`src/rtl/console_out_pkg.sv`:
```
// Shared constants for the console output peripheral: register offsets, STATUS layout
// and drain-FSM states.
package console_out_pkg;

  localparam logic [1:0] OFS_DATA   = 2'd0;
  localparam logic [1:0] OFS_STATUS = 2'd1;
  localparam logic [1:0] OFS_STATS  = 2'd2;

  localparam int STAT_FULL_BIT  = 0;
  localparam int STAT_EMPTY_BIT = 1;
  localparam int STAT_CNT_LSB   = 8;
  localparam int STAT_CNT_MSB   = 15;

  typedef enum logic {
    IDLE = 1'b0,
    HOLD = 1'b1
  } drain_state_t;

endpackage

```
`src/rtl/console_fifo.sv`:
```
// Synchronous FIFO, head visible combinationally; zero-latency pop, push ignored by caller when full.
// Pointers wrap naturally; count is one bit wider than the pointers so full and empty are distinct.
module console_fifo #(
  parameter int DEPTH = 8,
  parameter int WIDTH = 8
) (
  input  logic                     clk,
  input  logic                     rst,
  input  logic                     i_push,
  input  logic [WIDTH-1:0]         i_push_dat,
  input  logic                     i_pop,
  output logic [WIDTH-1:0]         o_head,
  output logic                     o_full,
  output logic                     o_empty,
  output logic [$clog2(DEPTH):0]   o_count
);

  localparam int AW = $clog2(DEPTH);

  logic [WIDTH-1:0] r_mem [DEPTH];
  logic [AW-1:0]    r_wr_ptr;
  logic [AW-1:0]    r_rd_ptr;
  logic [AW:0]      r_count;

  always_ff @(posedge clk) begin
    if (i_push) begin
      r_mem[r_wr_ptr] <= i_push_dat;
    end
  end

  always_ff @(posedge clk) begin
    if (rst) begin
      r_wr_ptr <= '0;
      r_rd_ptr <= '0;
      r_count  <= '0;
    end else begin
      if (i_push) r_wr_ptr <= r_wr_ptr + 1'b1;
      if (i_pop)  r_rd_ptr <= r_rd_ptr + 1'b1;
      case ({i_push, i_pop})
        2'b10:   r_count <= r_count + 1'b1;
        2'b01:   r_count <= r_count - 1'b1;
        default: r_count <= r_count;
      endcase
    end
  end

  assign o_head  = r_mem[r_rd_ptr];
  assign o_full  = (r_count == (AW+1)'(DEPTH));
  assign o_empty = (r_count == '0);
  assign o_count = r_count;

endmodule

```
`src/rtl/console_out.sv`:
```
// picorv32-bus char output: DATA writes buffer in a FIFO and drain as toggle-signalled bytes;
// mem_ready 1 clk after hit, withheld on full-FIFO DATA writes. CONSOLE_OUT_STATS_EN adds a byte counter.
module console_out
  import console_out_pkg::*;
#(
  parameter logic [31:0] BASE_ADDR   = 32'h1000_0000,
  parameter int          FIFO_DEPTH  = 8,
  parameter int          HOLD_CYCLES = 4
) (
  input  logic        clk,
  input  logic        rst,
  input  logic        mem_valid,
  input  logic [31:0] mem_addr,
  input  logic [31:0] mem_wdata,
  input  logic [3:0]  mem_wstrb,
  output logic        mem_ready,
  output logic [31:0] mem_rdata,
  output logic [7:0]  out_dat,
  output logic        out_ctl
);

  localparam int CW  = $clog2(FIFO_DEPTH) + 1;
  localparam int HCW = $clog2(HOLD_CYCLES);

  logic          w_hit;
  logic [1:0]    w_ofs;
  logic          w_is_wr;
  logic          w_data_wr;
  logic          w_stall;
  logic          w_done;
  logic          w_push;
  logic          w_pop;
  logic          w_full;
  logic          w_empty;
  logic [7:0]    w_head;
  logic [CW-1:0] w_count;
  logic [31:0]   w_rd_val;
  logic [31:0]   w_stats_rd;
  logic          w_unused;

  logic          r_ready;
  logic [31:0]   r_rdata;
  logic [7:0]    r_out_dat;
  logic          r_out_ctl;
  logic [HCW-1:0] r_hold;
  drain_state_t  r_state;
  drain_state_t  w_state_nxt;

  // The !r_ready term forces one idle cycle between accesses so a held mem_valid is not serviced twice.
  assign w_hit     = mem_valid && (mem_addr[31:4] == BASE_ADDR[31:4]) && !r_ready;
  assign w_ofs     = mem_addr[3:2];
  assign w_is_wr   = |mem_wstrb;
  assign w_data_wr = w_hit && (w_ofs == OFS_DATA) && mem_wstrb[0];
  assign w_stall   = w_data_wr && w_full;
  assign w_done    = w_hit && !w_stall;
  assign w_push    = w_data_wr && !w_full;
  assign w_unused  = ^{mem_addr[1:0], mem_wdata[31:8]};

  console_fifo #(
    .DEPTH (FIFO_DEPTH),
    .WIDTH (8)
  ) u_fifo (
    .clk        (clk),
    .rst        (rst),
    .i_push     (w_push),
    .i_push_dat (mem_wdata[7:0]),
    .i_pop      (w_pop),
    .o_head     (w_head),
    .o_full     (w_full),
    .o_empty    (w_empty),
    .o_count    (w_count)
  );

  always_comb begin
    w_rd_val = '0;
    if (!w_is_wr) begin
      case (w_ofs)
        OFS_STATUS: begin
          w_rd_val[STAT_FULL_BIT]              = w_full;
          w_rd_val[STAT_EMPTY_BIT]             = w_empty;
          w_rd_val[STAT_CNT_MSB:STAT_CNT_LSB]  = 8'(w_count);
        end
        OFS_STATS: w_rd_val = w_stats_rd;
        default:   w_rd_val = '0;
      endcase
    end
  end

  always_ff @(posedge clk) begin
    if (rst) begin
      r_ready <= 1'b0;
      r_rdata <= '0;
    end else begin
      r_ready <= w_done;
      r_rdata <= w_done ? w_rd_val : '0;
    end
  end

`ifdef CONSOLE_OUT_STATS_EN
  logic [31:0] r_stats;
  logic        w_stats_clr;

  assign w_stats_clr = w_done && w_is_wr && (w_ofs == OFS_STATS);

  always_ff @(posedge clk) begin
    if (rst) begin
      r_stats <= '0;
    end else if (w_stats_clr) begin
      r_stats <= {31'b0, w_pop};
    end else if (w_pop) begin
      r_stats <= r_stats + 32'd1;
    end
  end

  assign w_stats_rd = r_stats;
`else
  assign w_stats_rd = '0;
`endif

  always_ff @(posedge clk) begin
    if (rst) begin
      r_state <= IDLE;
    end else begin
      r_state <= w_state_nxt;
    end
  end

  always_comb begin
    w_state_nxt = r_state;
    case (r_state)
      IDLE:    if (!w_empty) w_state_nxt = HOLD;
      HOLD:    if (r_hold == '0) w_state_nxt = IDLE;
      default: w_state_nxt = IDLE;
    endcase
  end

  always_comb begin
    w_pop = (r_state == IDLE) && !w_empty;
  end

  // out_dat only moves on the same edge as the out_ctl toggle.
  always_ff @(posedge clk) begin
    if (rst) begin
      r_out_dat <= '0;
      r_out_ctl <= 1'b0;
      r_hold    <= '0;
    end else if (w_pop) begin
      r_out_dat <= w_head;
      r_out_ctl <= ~r_out_ctl;
      r_hold    <= HCW'(HOLD_CYCLES - 1);
    end else if ((r_state == HOLD) && (r_hold != '0)) begin
      r_hold    <= r_hold - 1'b1;
    end
  end

  assign mem_ready = r_ready;
  assign mem_rdata = r_rdata;
  assign out_dat   = r_out_dat;
  assign out_ctl   = r_out_ctl;

endmodule

```
`config.mk`:
```
export PLATFORM = sky130hd
export DESIGN_NAME = console_out
export DESIGN_NICKNAME = d
export VERILOG_FILES = /design/src/rtl/console_out_pkg.sv /design/src/rtl/console_fifo.sv /design/src/rtl/console_out.sv
export SDC_FILE = /design/constraint.sdc
export NUM_CORES = 1
export LEC_CHECK = 0
export CELL_PAD_IN_SITES_DETAIL_PLACEMENT = 2
export CELL_PAD_IN_SITES_GLOBAL_PLACEMENT = 2
export CORE_UTILIZATION = 35
export CTS_CLUSTER_SIZE = 28
export DETAILED_ROUTE_END_ITERATION = 12
export GPL_TIMING_DRIVEN = 0
export PLACE_DENSITY_LB_ADDON = 0.2
export SKIP_LAST_GASP = 1
export SYNTH_ARGS = -nofsm -noshare
export SYNTH_HDL_FRONTEND = slang
export SYNTH_HIERARCHICAL = 1
export SYNTH_SLANG_ARGS = --single-unit
```
`constraint.sdc`:
```
create_clock -name clk -period 7.2 [get_ports clk]
set_clock_uncertainty 0.05 [all_clocks]
set_input_delay 1.44 -clock clk [delete_from_list [all_inputs] [get_ports clk]]
set_output_delay 1.44 -clock clk [all_outputs]
set_load 0.03 [all_outputs]
```
==> results.json <==
{
  "status": "complete, but fails checks",
  "violations": "design-rule violations",
  "hold_violations": 0,
  "drive_above_1_share_pct": 18.37,
  "ctsHoldBuffers": 0,
  "viasPerCell": 4.838,
  "n_antenna_cell": 0,
  "num-fill-cells": 1125,
  "max_stage_delay_ps": 770,
  "h-tree-depth": 3,
  "crit_type": "input port to flop",
  "antenna_found_initial": 0,
  "hpwl_mm": 6.909,
  "yosysUniqueCellTypes": 38,
  "cts_setup_buffers": 0,
  "seq_area_um2": 2562,
  "portBuffers": 60,
  "root_buffer": "clkbuf_16",
  "worst_slew_pin_slew_ps": 992.5,
  "ant_nets": 0,
  "rsz0062_at_grt": "false",
  "drtIter0Drc": 143,
  "drt_wl_total_mm": 9.721,
  "yosys_warnings": 6,
  "maxSlewViolCount": 0,
  "io_pins": 113,
  "clock_latency_ps": 350,
  "grt_use_total_pct": 16.94,
  "final-setup-viol-count": 0,
  "ir_drop_uv": 139.4,
  "multi_input_area_um2": 1401,
  "post_dp_cell_area_um2": 5036,
  "clk_pin_slew_ps": 60,
  "fin_setup_tns_ps": 0,
  "wl_per_cell_um": 18.55,
  "drtPass1Iterations": 8,
  "cap_violations": 0,
  "hold_class": "flop to flop",
  "holdWs_ps": 387.3,
  "path_common_cell": "nor4_2",
  "cts_resized": 0,
  "place.gp.congestion": 0.6780,
  "dr_total_vias": 2535,
  "timing.final.crit_period_ps": 4550,
  "dieArea_um2": 12320,
  "route.detailed.drc": 34,
  "cp.arrival_ps": 4730,
  "relSlewSlack_pct": 33.59,
  "p_leak_uw": 0.001887,
  "crit_fanout": 8,
  "grt.overflow.total": 0,
  "design.core.area_um2": 11520,
  "synthCells": 280,
  "syn_to_final_growth_pct": 29.10,
  "placed_cells": 508,
  "fin_crit_sh_pct": 63.19,
  "power_density_nw_per_um2": 219.7,
  "grt_pass1_vias": 2751,
  "syn-cell-area_um2": 4158,
  "crit_slowest_cell": "nor4_2",
  "rows": 39,
  "cp_data_required_time_ps": 7380,
  "clock.fmax_mhz": 219.8,
  "fin_nets": 453,
  "grt_pass1_wl_mm": 15.46,
  "grt_max_degree": 18,
  "cts_tree": "done",
  "critical_path.cell_chain": "clkdlybuf4s50_1 > nor4_2 > nand4_2 > nor4_2 > inv_1 > ha_1 > buf_2 > nor4b_1 > a41oi_1 > o41ai_1 > mux2_2",
  "die_w_um": 111.0,
  "final_cells": 524,
  "syn_avg_cell_area_um2": 14.85,
  "synth_seq_area_share_pct": 61.63,
  "r2r_slack_ps": 3910,
  "start_util_pct": 36.10,
  "cp-end-kind": "flop",
  "synth-seq-cells": 96,
  "clk_path_buf_depth": 2,
  "cts_buffers": 9,
  "die_y_um": 111.0,
  "postLayoutCellArea_um2": 5368,
  "clock_sinks": 96,
  "start_kind": "input port"
}
[registers in the layout, indices dropped and copies added, names as in the netlist, named ones only]
register,flops
u_fifo/r_wr_ptr,3
mem_rdata,6
out_dat,8
r_state,1
out_ctl,1
mem_ready,1
u_fifo/r_rd_ptr,3
u_fifo/r_mem,64
u_fifo/o_count,4
r_hold,2
[critical path, delay by kind of cell]
kind / cells / cell delay, ps
adder cells (fa/ha/maj): 1 / 320
buffers and inverters: 3 / 740
AO/OA/AOI/OAI: 2 / 170
AND/OR/NAND/NOR: 4 / 1680
multiplexers: 1 / 370
[synth_stat cells, drive strengths merged]
| cell type | count | area share, % |
|---|---|---|
| nor2b | 3 | 0.45 |
| clkbuf | 4 | 0.36 |
| a211oi | 2 | 0.36 |
| mux2i | 4 | 0.96 |
| nor2 | 21 | 1.9 |
| dfxtp | 32 | 15 |
| o21ai | 1 | 0.12 |
| a21oi | 10 | 1.2 |
| nand2 | 23 | 2.1 |
| inv | 10 | 0.90 |
| nand4 | 2 | 0.81 |
| nand2b | 3 | 0.45 |
| o41ai | 1 | 0.21 |
| mux4 | 16 | 10 |
| mux2 | 10 | 2.7 |
| xor2 | 5 | 1.1 |
| conb | 1 | 0.090 |
| or2 | 1 | 0.15 |
| nor4 | 14 | 3.4 |
| a41oi | 1 | 0.21 |
| ha | 6 | 1.8 |
| edfxtp | 64 | 46 |
| or3 | 1 | 0.15 |
| buf | 32 | 5.9 |
| and3 | 1 | 0.15 |
| nor4b | 5 | 1.8 |
| xnor2 | 3 | 0.63 |
| nor3 | 4 | 0.48 |
[metrics by stage]
stage | setup slack (ps) | util [%] | total power [uW]
after floorplan | 3244 | - | 632.2
after global placement | 2048 | 43.69 | 663.9
after detailed placement | 2067 | 43.73 | 665.4
after CTS | 2432 | 46.57 | 1191
after global routing | 2396 | 46.61 | 1212
final | 2650 | 46.61 | 1179
[where the power goes]
group	leakage [uW]	switching (uW)	internal, uW
sequential	0.000833	0.000000824	586
combinational	0.000895	34.7	33.1
clock	0.000160	215	310
total	0.00189	250	929
[final cells by class]
class,count,share of cell area (%)
clock buffers,10,4.266
plain buffers,36,4.848
repair buffers,60,11.19
clock inverters,6,1.818
inverters,10,0.6993
multi-input cells,163,26.11
well taps,143,3.333
flip-flops and latches,96,47.74
[path summary, 6_finish.rpt]
| path | cells after the start | start | endpoint |
|---|---|---|---|
| hold reg to reg | 2 | u_fifo/o_count[1] | mem_rdata[9] |
| setup / recovery | 11 | mem_addr[6] | u_fifo/o_count[3] |
| setup reg to reg | 10 | mem_ready | u_fifo/o_count[3] |
| hold / removal | 2 | u_fifo/o_count[1] | mem_rdata[9] |
[logic make-up after synthesis]
group | share of synthesized area [%]
flops | 61.63
simple gates | 11.83
buf+inv | 7.162
mux | 13.69
compound gates | 2.106
xor+xnor | 1.685
fa+ha+maj | 1.806
other cells | 0.09019
[cell usage in the layout, fill, tap and decap left out, types with 2 or more instances in the layout]
| cell | Yosys | layout |
|---|---|---|
| a211oi_1 | 2 | 2 |
| clkbuf_16 | 0 | 9 |
| nand2_1 | 23 | 23 |
| nor4_2 | 4 | 4 |
| clkbuf_1 | 4 | 5 |
| a21oi_1 | 10 | 10 |
| nor4b_4 | 2 | 2 |
| xor2_1 | 5 | 5 |
| nor2_1 | 21 | 21 |
| edfxtp_1 | 64 | 64 |
| nor4_4 | 2 | 2 |
| dfxtp_1 | 32 | 32 |
| xnor2_1 | 3 | 3 |
| bufinv_16 | 0 | 2 |
| buf_2 | 3 | 3 |
| mux4_1 | 15 | 15 |
| nand2b_1 | 3 | 3 |
| buf_4 | 26 | 26 |
| clkdlybuf4s50_1 | 0 | 60 |
| mux2_2 | 10 | 10 |
| ha_1 | 6 | 6 |
| conb_1 | 1 | 26 |
| nor2b_1 | 3 | 3 |
| nor4b_1 | 3 | 3 |
| nor3_1 | 4 | 2 |
| nor4_1 | 8 | 8 |
| mux2i_1 | 4 | 4 |
| nor3_2 | 0 | 2 |
| inv_1 | 9 | 9 |
| inv_6 | 0 | 2 |
[routing by layer]
| layer | vias up | global-route usage (%) | wire [um] |
|---|---|---|---|
| li1 | 1188 | - | - |
| met1 | 1231 | 21.25 | 4206 |
| met2 | 101 | 27.84 | 4644 |
| met3 | 15 | 4.374 | 672 |
| met4 | 0 | 6.941 | 198 |
| met5 | - | 0 | 0 |
No activity file was read; power rests on OpenSTA's default activity.
